**src/rtl/deadtime_monitor_if.sv**
```systemverilog
// Signal bundle between a gate-drive source (master) and the deadtime monitor (slave).
interface deadtime_monitor_if #(
  parameter int unsigned N  = 16,
  parameter int unsigned CW = 8,
  parameter int unsigned SW = 4
);
  logic [N-1:0]  hi_in;
  logic [N-1:0]  lo_in;
  logic          clear;
  logic [SW-1:0] sel;
  logic [CW-1:0] dt_last;
  logic [N-1:0]  dt_fault;
  logic [N-1:0]  st_fault;
  logic          fault_any;
  logic [N-1:0]  hi_rec;

  modport master (
    output hi_in, lo_in, clear, sel,
    input  dt_last, dt_fault, st_fault, fault_any, hi_rec
  );

  modport slave (
    input  hi_in, lo_in, clear, sel,
    output dt_last, dt_fault, st_fault, fault_any, hi_rec
  );
endinterface

```
**src/rtl/deadtime_monitor.sv**
```systemverilog
// Per-channel complementary gate-pair checker: measures both-off gaps at commutation,
// latches short-deadtime and shoot-through faults, and recovers the hi-side PWM.
module deadtime_monitor #(
  parameter int unsigned N      = 16,
  parameter int unsigned CW     = 8,
  parameter int unsigned MIN_DT = 25,
  parameter int unsigned SW     = 4
) (
  input logic               clk,
  input logic               rst_n,
  deadtime_monitor_if.slave bus
);

  typedef enum logic [2:0] {StInit, StOnHi, StOnLo, StGap, StOverlap} state_e;

  localparam logic [CW-1:0] CntMax = '1;
  localparam logic [CW-1:0] MinDt  = CW'(MIN_DT);

  logic [N-1:0]  hi_s1_q, lo_s1_q, hi_s2_q, lo_s2_q;
  state_e        state_q [N];
  state_e        state_d [N];
  logic [N-1:0]  from_hi_q, from_hi_d;
  logic [CW-1:0] cnt_q [N];
  logic [CW-1:0] cnt_d [N];
  logic [CW-1:0] dt_q [N];
  logic [CW-1:0] dt_d [N];
  logic [N-1:0]  dt_fault_q, dt_fault_d, st_fault_q, st_fault_d;
  logic [N-1:0]  dt_set, st_set;

  always_ff @(posedge clk or negedge rst_n) begin
    if (!rst_n) begin
      hi_s1_q    <= '0;
      lo_s1_q    <= '0;
      hi_s2_q    <= '0;
      lo_s2_q    <= '0;
      from_hi_q  <= '0;
      dt_fault_q <= '0;
      st_fault_q <= '0;
      for (int i = 0; i < N; i++) begin
        state_q[i] <= StInit;
        cnt_q[i]   <= '0;
        dt_q[i]    <= '0;
      end
    end else begin
      hi_s1_q    <= bus.hi_in;
      lo_s1_q    <= bus.lo_in;
      hi_s2_q    <= hi_s1_q;
      lo_s2_q    <= lo_s1_q;
      from_hi_q  <= from_hi_d;
      dt_fault_q <= dt_fault_d;
      st_fault_q <= st_fault_d;
      for (int i = 0; i < N; i++) begin
        state_q[i] <= state_d[i];
        cnt_q[i]   <= cnt_d[i];
        dt_q[i]    <= dt_d[i];
      end
    end
  end

  always_comb begin
    from_hi_d = from_hi_q;
    dt_set    = '0;
    // Any simultaneous-on sample is a shoot-through, whatever the channel state.
    st_set    = hi_s2_q & lo_s2_q;
    for (int i = 0; i < N; i++) begin
      state_d[i] = state_q[i];
      cnt_d[i]   = cnt_q[i];
      dt_d[i]    = dt_q[i];
      case (state_q[i])
        StInit: begin
          case ({hi_s2_q[i], lo_s2_q[i]})
            2'b10:   state_d[i] = StOnHi;
            2'b01:   state_d[i] = StOnLo;
            2'b11:   state_d[i] = StOverlap;
            default: ;
          endcase
        end
        StOnHi: begin
          case ({hi_s2_q[i], lo_s2_q[i]})
            2'b00: begin
              state_d[i]   = StGap;
              from_hi_d[i] = 1'b1;
              cnt_d[i]     = CW'(1);
            end
            2'b01: begin
              state_d[i] = StOnLo;
              dt_d[i]    = '0;
              dt_set[i]  = 1'b1;
            end
            2'b11:   state_d[i] = StOverlap;
            default: ;
          endcase
        end
        StOnLo: begin
          case ({hi_s2_q[i], lo_s2_q[i]})
            2'b00: begin
              state_d[i]   = StGap;
              from_hi_d[i] = 1'b0;
              cnt_d[i]     = CW'(1);
            end
            2'b10: begin
              state_d[i] = StOnHi;
              dt_d[i]    = '0;
              dt_set[i]  = 1'b1;
            end
            2'b11:   state_d[i] = StOverlap;
            default: ;
          endcase
        end
        StGap: begin
          case ({hi_s2_q[i], lo_s2_q[i]})
            2'b00: begin
              if (cnt_q[i] != CntMax) cnt_d[i] = cnt_q[i] + CW'(1);
            end
            // Returning to the side we left is a dropped pulse, not a commutation.
            2'b10: begin
              state_d[i] = StOnHi;
              if (!from_hi_q[i]) begin
                dt_d[i]   = cnt_q[i];
                dt_set[i] = (cnt_q[i] < MinDt);
              end
            end
            2'b01: begin
              state_d[i] = StOnLo;
              if (from_hi_q[i]) begin
                dt_d[i]   = cnt_q[i];
                dt_set[i] = (cnt_q[i] < MinDt);
              end
            end
            default: state_d[i] = StOverlap;
          endcase
        end
        StOverlap: begin
          case ({hi_s2_q[i], lo_s2_q[i]})
            2'b10:   state_d[i] = StOnHi;
            2'b01:   state_d[i] = StOnLo;
            2'b00:   state_d[i] = StInit;
            default: ;
          endcase
        end
        default: state_d[i] = StInit;
      endcase
    end
  end

  // A detection on the same cycle as clear wins.
  always_comb begin
    dt_fault_d = (dt_fault_q & ~{N{bus.clear}}) | dt_set;
    st_fault_d = (st_fault_q & ~{N{bus.clear}}) | st_set;
  end

  always_comb begin
    bus.dt_last = '0;
    if (32'(bus.sel) < N) bus.dt_last = dt_q[bus.sel];
  end

  assign bus.dt_fault  = dt_fault_q;
  assign bus.st_fault  = st_fault_q;
  assign bus.fault_any = |{dt_fault_q, st_fault_q};
  assign bus.hi_rec    = hi_s2_q;

endmodule

```
**src/flat_wrapper.sv**
```systemverilog
// flat-port wrapper written by rule: the top's interface ports become plain ports
module deadtime_monitor_flat 
#(
  parameter int unsigned N      = 16,
  parameter int unsigned CW     = 8,
  parameter int unsigned MIN_DT = 25,
  parameter int unsigned SW     = 4
)
  (clk, rst_n, bus_hi_in, bus_lo_in, bus_clear, bus_sel, bus_dt_last, bus_dt_fault, bus_st_fault, bus_fault_any, bus_hi_rec);
  deadtime_monitor_if #(.N(N), .CW(CW), .SW(SW)) bus_i ();
  input logic clk;
  input logic rst_n;
  input wire logic [$bits(bus_i.hi_in)-1:0] bus_hi_in;
  input wire logic [$bits(bus_i.lo_in)-1:0] bus_lo_in;
  input wire logic [$bits(bus_i.clear)-1:0] bus_clear;
  input wire logic [$bits(bus_i.sel)-1:0] bus_sel;
  output wire logic [$bits(bus_i.dt_last)-1:0] bus_dt_last;
  output wire logic [$bits(bus_i.dt_fault)-1:0] bus_dt_fault;
  output wire logic [$bits(bus_i.st_fault)-1:0] bus_st_fault;
  output wire logic [$bits(bus_i.fault_any)-1:0] bus_fault_any;
  output wire logic [$bits(bus_i.hi_rec)-1:0] bus_hi_rec;
  assign bus_i.hi_in = bus_hi_in;
  assign bus_i.lo_in = bus_lo_in;
  assign bus_i.clear = bus_clear;
  assign bus_i.sel = bus_sel;
  assign bus_dt_last = bus_i.dt_last;
  assign bus_dt_fault = bus_i.dt_fault;
  assign bus_st_fault = bus_i.st_fault;
  assign bus_fault_any = bus_i.fault_any;
  assign bus_hi_rec = bus_i.hi_rec;
  deadtime_monitor #(.N(N), .CW(CW), .MIN_DT(MIN_DT), .SW(SW)) u_core (.clk(clk), .rst_n(rst_n), .bus(bus_i));
endmodule
```
**config.mk**
```make
export PLATFORM = sky130hd
export DESIGN_NAME = deadtime_monitor_flat
export DESIGN_NICKNAME = d
export VERILOG_FILES = /design/src/rtl/deadtime_monitor_if.sv /design/src/rtl/deadtime_monitor.sv /design/src/flat_wrapper.sv
export SDC_FILE = /design/constraint.sdc
export NUM_CORES = 1
export LEC_CHECK = 0
export BUFFER_PORTS_ARGS = -buffer_cell sky130_fd_sc_hd__buf_2
export CORE_UTILIZATION = 45
export CTS_BUF_LIST = sky130_fd_sc_hd__clkbuf_4 sky130_fd_sc_hd__clkbuf_8
export CTS_CLUSTER_SIZE = 20
export DETAILED_ROUTE_END_ITERATION = 12
export PLACE_DENSITY = 0.71
export SYNTH_ARGS = -nofsm -noshare
export SYNTH_HDL_FRONTEND = slang
export SYNTH_SLANG_ARGS = --single-unit
```
**constraint.sdc**
```tcl
create_clock -name clk -period 2.8 [get_ports clk]
set_input_delay 0.28 -clock clk [delete_from_list [all_inputs] [get_ports clk]]
set_output_delay 0.28 -clock clk [all_outputs]
set_load 0.03 [all_outputs]
```
==> metrics.txt <==
outcome=finished, final reports clean; switching power=~8.3 mW; most common cell in the netlist=dfrtp_1; Area growth syn-to-layout=13.7%; max incr delay on CP=between 0.4 and 0.5 ns; synth warn=0; slowest library cell on the worst path=dfrtp_1; clock root buffer=clkbuf_8; Seq pwr share=42.0%; synthesized flop and latch total=between 400 and 500; number of global-route vias before repair=18.6k; initial antenna violation count=3; first-pass GRT wire length=between 90000 and 100000 um; Yosys cell types=73; synth cell count leaders=416 x dfrtp_1, 364 x nand2_1, 249 x o21ai_0, 234 x nor2_1, 143 x ha_1; Initial Utilization=a little under half; register area share after synthesis=43.8%; Placer Congestion=0.910; Post-synth EDFFs=0; Hold Vio Cnt, Final=0; stages on the worst setup path=4; Clock Path Buffers=3; Int Power=13.1 mW; Critical Path End Type=primary output; final WL=59800 um; WL/cell=approximately 17 um; total leakage power=roughly 12 nW; worst-path maximum fanout=3; Peak VDD IR=between 300 and 400 uV; RSZ-0062 raised after global routing=no; fin crit share=between 90% and 100%; pre-CTS setup slack=~0.42 ns; setup violators final=0; CORE AREA=just over 50000 um^2; cell count after synthesis=about 2.6k; worst slew pin tran=about 1.1 ns; top cells by area, synth=dfrtp_1 44%, ha_1 7.5%, nand2_1 5.7%, o21ai_0 5.2%, mux4_2 3.8%; async set-reset flop share out of synthesis=between 90% and 100%; Clock Sink Count=between 400 and 500; largest net degree at the start of global routing=67; Register Area=10400 um^2; global-route usage over all layers=a little under a quarter; Nets=approximately 2.9k; Post-Syn Area per Cell=roughly 9 um^2; via count=19.8k; Buffers on Ports=95; CTS Buf Count=76; number of fillers in the final layout=about 4.6k; Setup TNS=0 ns; Final HPWL DP=approximately 43000 um; clk_skew=0.0214 ns; Comb pwr share=29.6%; crit path kind=reg -> out; Tmin final=about 2.6 ns; post-synth top area share=about 44%; Critical Path RT=between 2 and 3 ns; syn nets=around 2.8k; area of the multi-input gates=12400 um^2; # H-tree levels=3; Residual DRC=0; ANT nets after route=0; switch share=38.8%; WP buf/inv=1; Clock Latency Late Sink=~0.64 ns; ys flop type=dfrtp_1; max-cap viol count=0; Worst setup SP type=flop; TritonRoute pass-1 iters=6; Die Width=~230 um; # IOs=96; Power per Cell Area=794 nW/um^2; CTS tree=done; total gr overflow=0; critical path, cell by cell=nor4_4, nand4_1, or2_2, buf_2; Yosys top cell by area=dfrtp_1; die area=approximately 54000 um^2; Mapped Area=~24000 um^2; starting DRC count in detailed routing=~1.8k; relative slew slack=between 20% and 30%; fmax=between 300 and 400 MHz; row count=83; fin. max-slew vios=0; via-per-instance ratio=roughly 5.7; Reg2Reg Depth=7; clock network fraction of total power=approximately 28%; delay-heaviest family, CP=simple AND/OR/NAND/NOR gates; share of layout cells above drive strength 1=about an eighth; chip height=about 230 um; min-delay worst type=in -> async; Arr. time, crit path=between 2 and 2.5 ns; Worst-path clk slew=approximately 0.060 ns; setup ws final=roughly 0.2 ns
final cells by class:
type,instances,share of cell area (%)
inverter,139,1.93
antenna,1,0.00926
multi-input combinational,1926,46.0
sequential,416,38.5
clock buffer,101,4.84
tap,680,3.15
timing repair buffer,169,4.53
clock inverter,32,1.05
routing by layer:
metal  track usage, %  routed length (um)  part of all wire (%)
met1             30.9               26700                    45
met2             34.4               26800                    45
met3             5.32                4330                   7.2
met4             9.03                1990                   3.3
met5                0                  13                 0.022
stage by stage:
| stage | hold WS [ns] | utilization (%) | cells | power, mW | instance area [um^2] |
|---|---|---|---|---|---|
| 3_5_place_dp | 0.294 | 48.5 | 3297 | 15.3 | 25100 |
| 3_3_place_gp | 0.293 | 48.5 | 3297 | 15.1 | 25100 |
| 6_report | 0.207 | 52.3 | 3464 | 21.5 | 27000 |
| 2_1_floorplan | -0.0156 | - | 2587 | 13.4 | 23800 |
| 4_1_cts | 0.176 | 52.3 | 3463 | 21.6 | 27000 |
| 5_1_grt | 0.200 | 52.3 | 3464 | 22.9 | 27000 |
worst reg2reg max path, cell delays in order, from the launching register on:
cell and delay (ns):
dfrtp_1 0.44, inv_1 0.14, ha_1 0.24, nor2b_1 0.25, o21ai_0 0.26, a31oi_1 0.55
o21ai_0 0.18, a32o_1 0.24
kinds of logic (layout without fill, tap and decap cells):
kind of cell | count (synthesis) | in the layout | synth area share (%)
buffers and inverters | 245 | 441 | 3.95
DFF | 416 | 416 | 43.8
and+or+nand+nor | 1012 | 1012 | 20.4
other | 0 | 1 | 0
xor gates and xnor gates | 61 | 61 | 2.25
adders and majority gates | 143 | 143 | 7.53
AOI/OAI and AO/OA | 608 | 608 | 15.6
muxes | 102 | 102 | 6.53
worst paths after layout:
| check | from | endpoint | slack (ns) |
|---|---|---|---|
| worst max-delay path | u_core.bus.st_fault[13] | bus_fault_any | 0.20 |
| worst min-delay path | rst_n | u_core.lo_s1_q[11] | 0.21 |
| worst max register to register | u_core.bus.hi_rec[9] | u_core.cnt_q[50] | 0.39 |
| worst min register to register | u_core.lo_s1_q[14] | u_core.lo_s2_q[14] | 0.34 |
| max in group asynchronous | rst_n | u_core.dt_q[0] | 1.66 |
| min in group clk | bus_clear | u_core.bus.dt_fault[7] | 0.25 |
registers in the layout (all words and copies together) (netlist names):
signal and cells:
u_core.bus.dt_fault 16, u_core.bus.hi_rec 16, u_core.bus.st_fault 16, u_core.cnt_q 128
u_core.dt_q 128, u_core.from_hi_q 16, u_core.hi_s1_q 16, u_core.lo_s1_q 16
u_core.lo_s2_q 16, u_core.state_q 48
layout by cell type, fill, tap and decap left out, types with 12 or more instances in the layout:
cell type,synthesis,routed
dfrtp_1,416,416
nand2_1,364,364
o21ai_0,249,249
nor2_1,234,234
ha_1,143,143
inv_1,139,139
a21oi_1,113,113
buf_2,10,94
clkbuf_8,0,88
nand3_1,86,86
nand2b_1,49,49
nor3_1,44,44
mux4_2,40,40
mux2i_1,38,38
o31ai_1,35,35
a31oi_1,34,34
xor2_1,34,34
dlygate4sd3_1,0,33
buf_4,0,33
nor4_1,33,32
nor2b_1,31,31
and3_1,30,30
nand4_1,27,27
xnor2_1,27,27
mux2_2,24,24
a21o_1,23,23
and2_1,20,20
clkinv_2,0,20
o21bai_1,15,15
clkbuf_4,0,13
o22ai_1,12,12
a22oi_1,12,12
o21a_1,12,12
power by group through the flow:
| stage | Combinational (mW) | Sequential (mW) | Clock [mW] |
|---|---|---|---|
| floorplan | 5.38 | 8.07 | 0 |
| global placement | 6.05 | 9.01 | 0 |
| detailed placement | 6.25 | 9.06 | 0 |
| CTS | 6.33 | 8.97 | 6.25 |
| global route | 7.15 | 9.25 | 6.54 |
| finish | 6.35 | 9.02 | 6.09 |
repair_timing:
item                       4_1_cts  5_1_grt
setup buffers                    0        0
hold endpoints to repair        90        0
hold buffers                    33        0
setup endpoints to repair        1        0
gates resized for setup          2        0
Note: power is estimated with default switching activity, not from simulation.
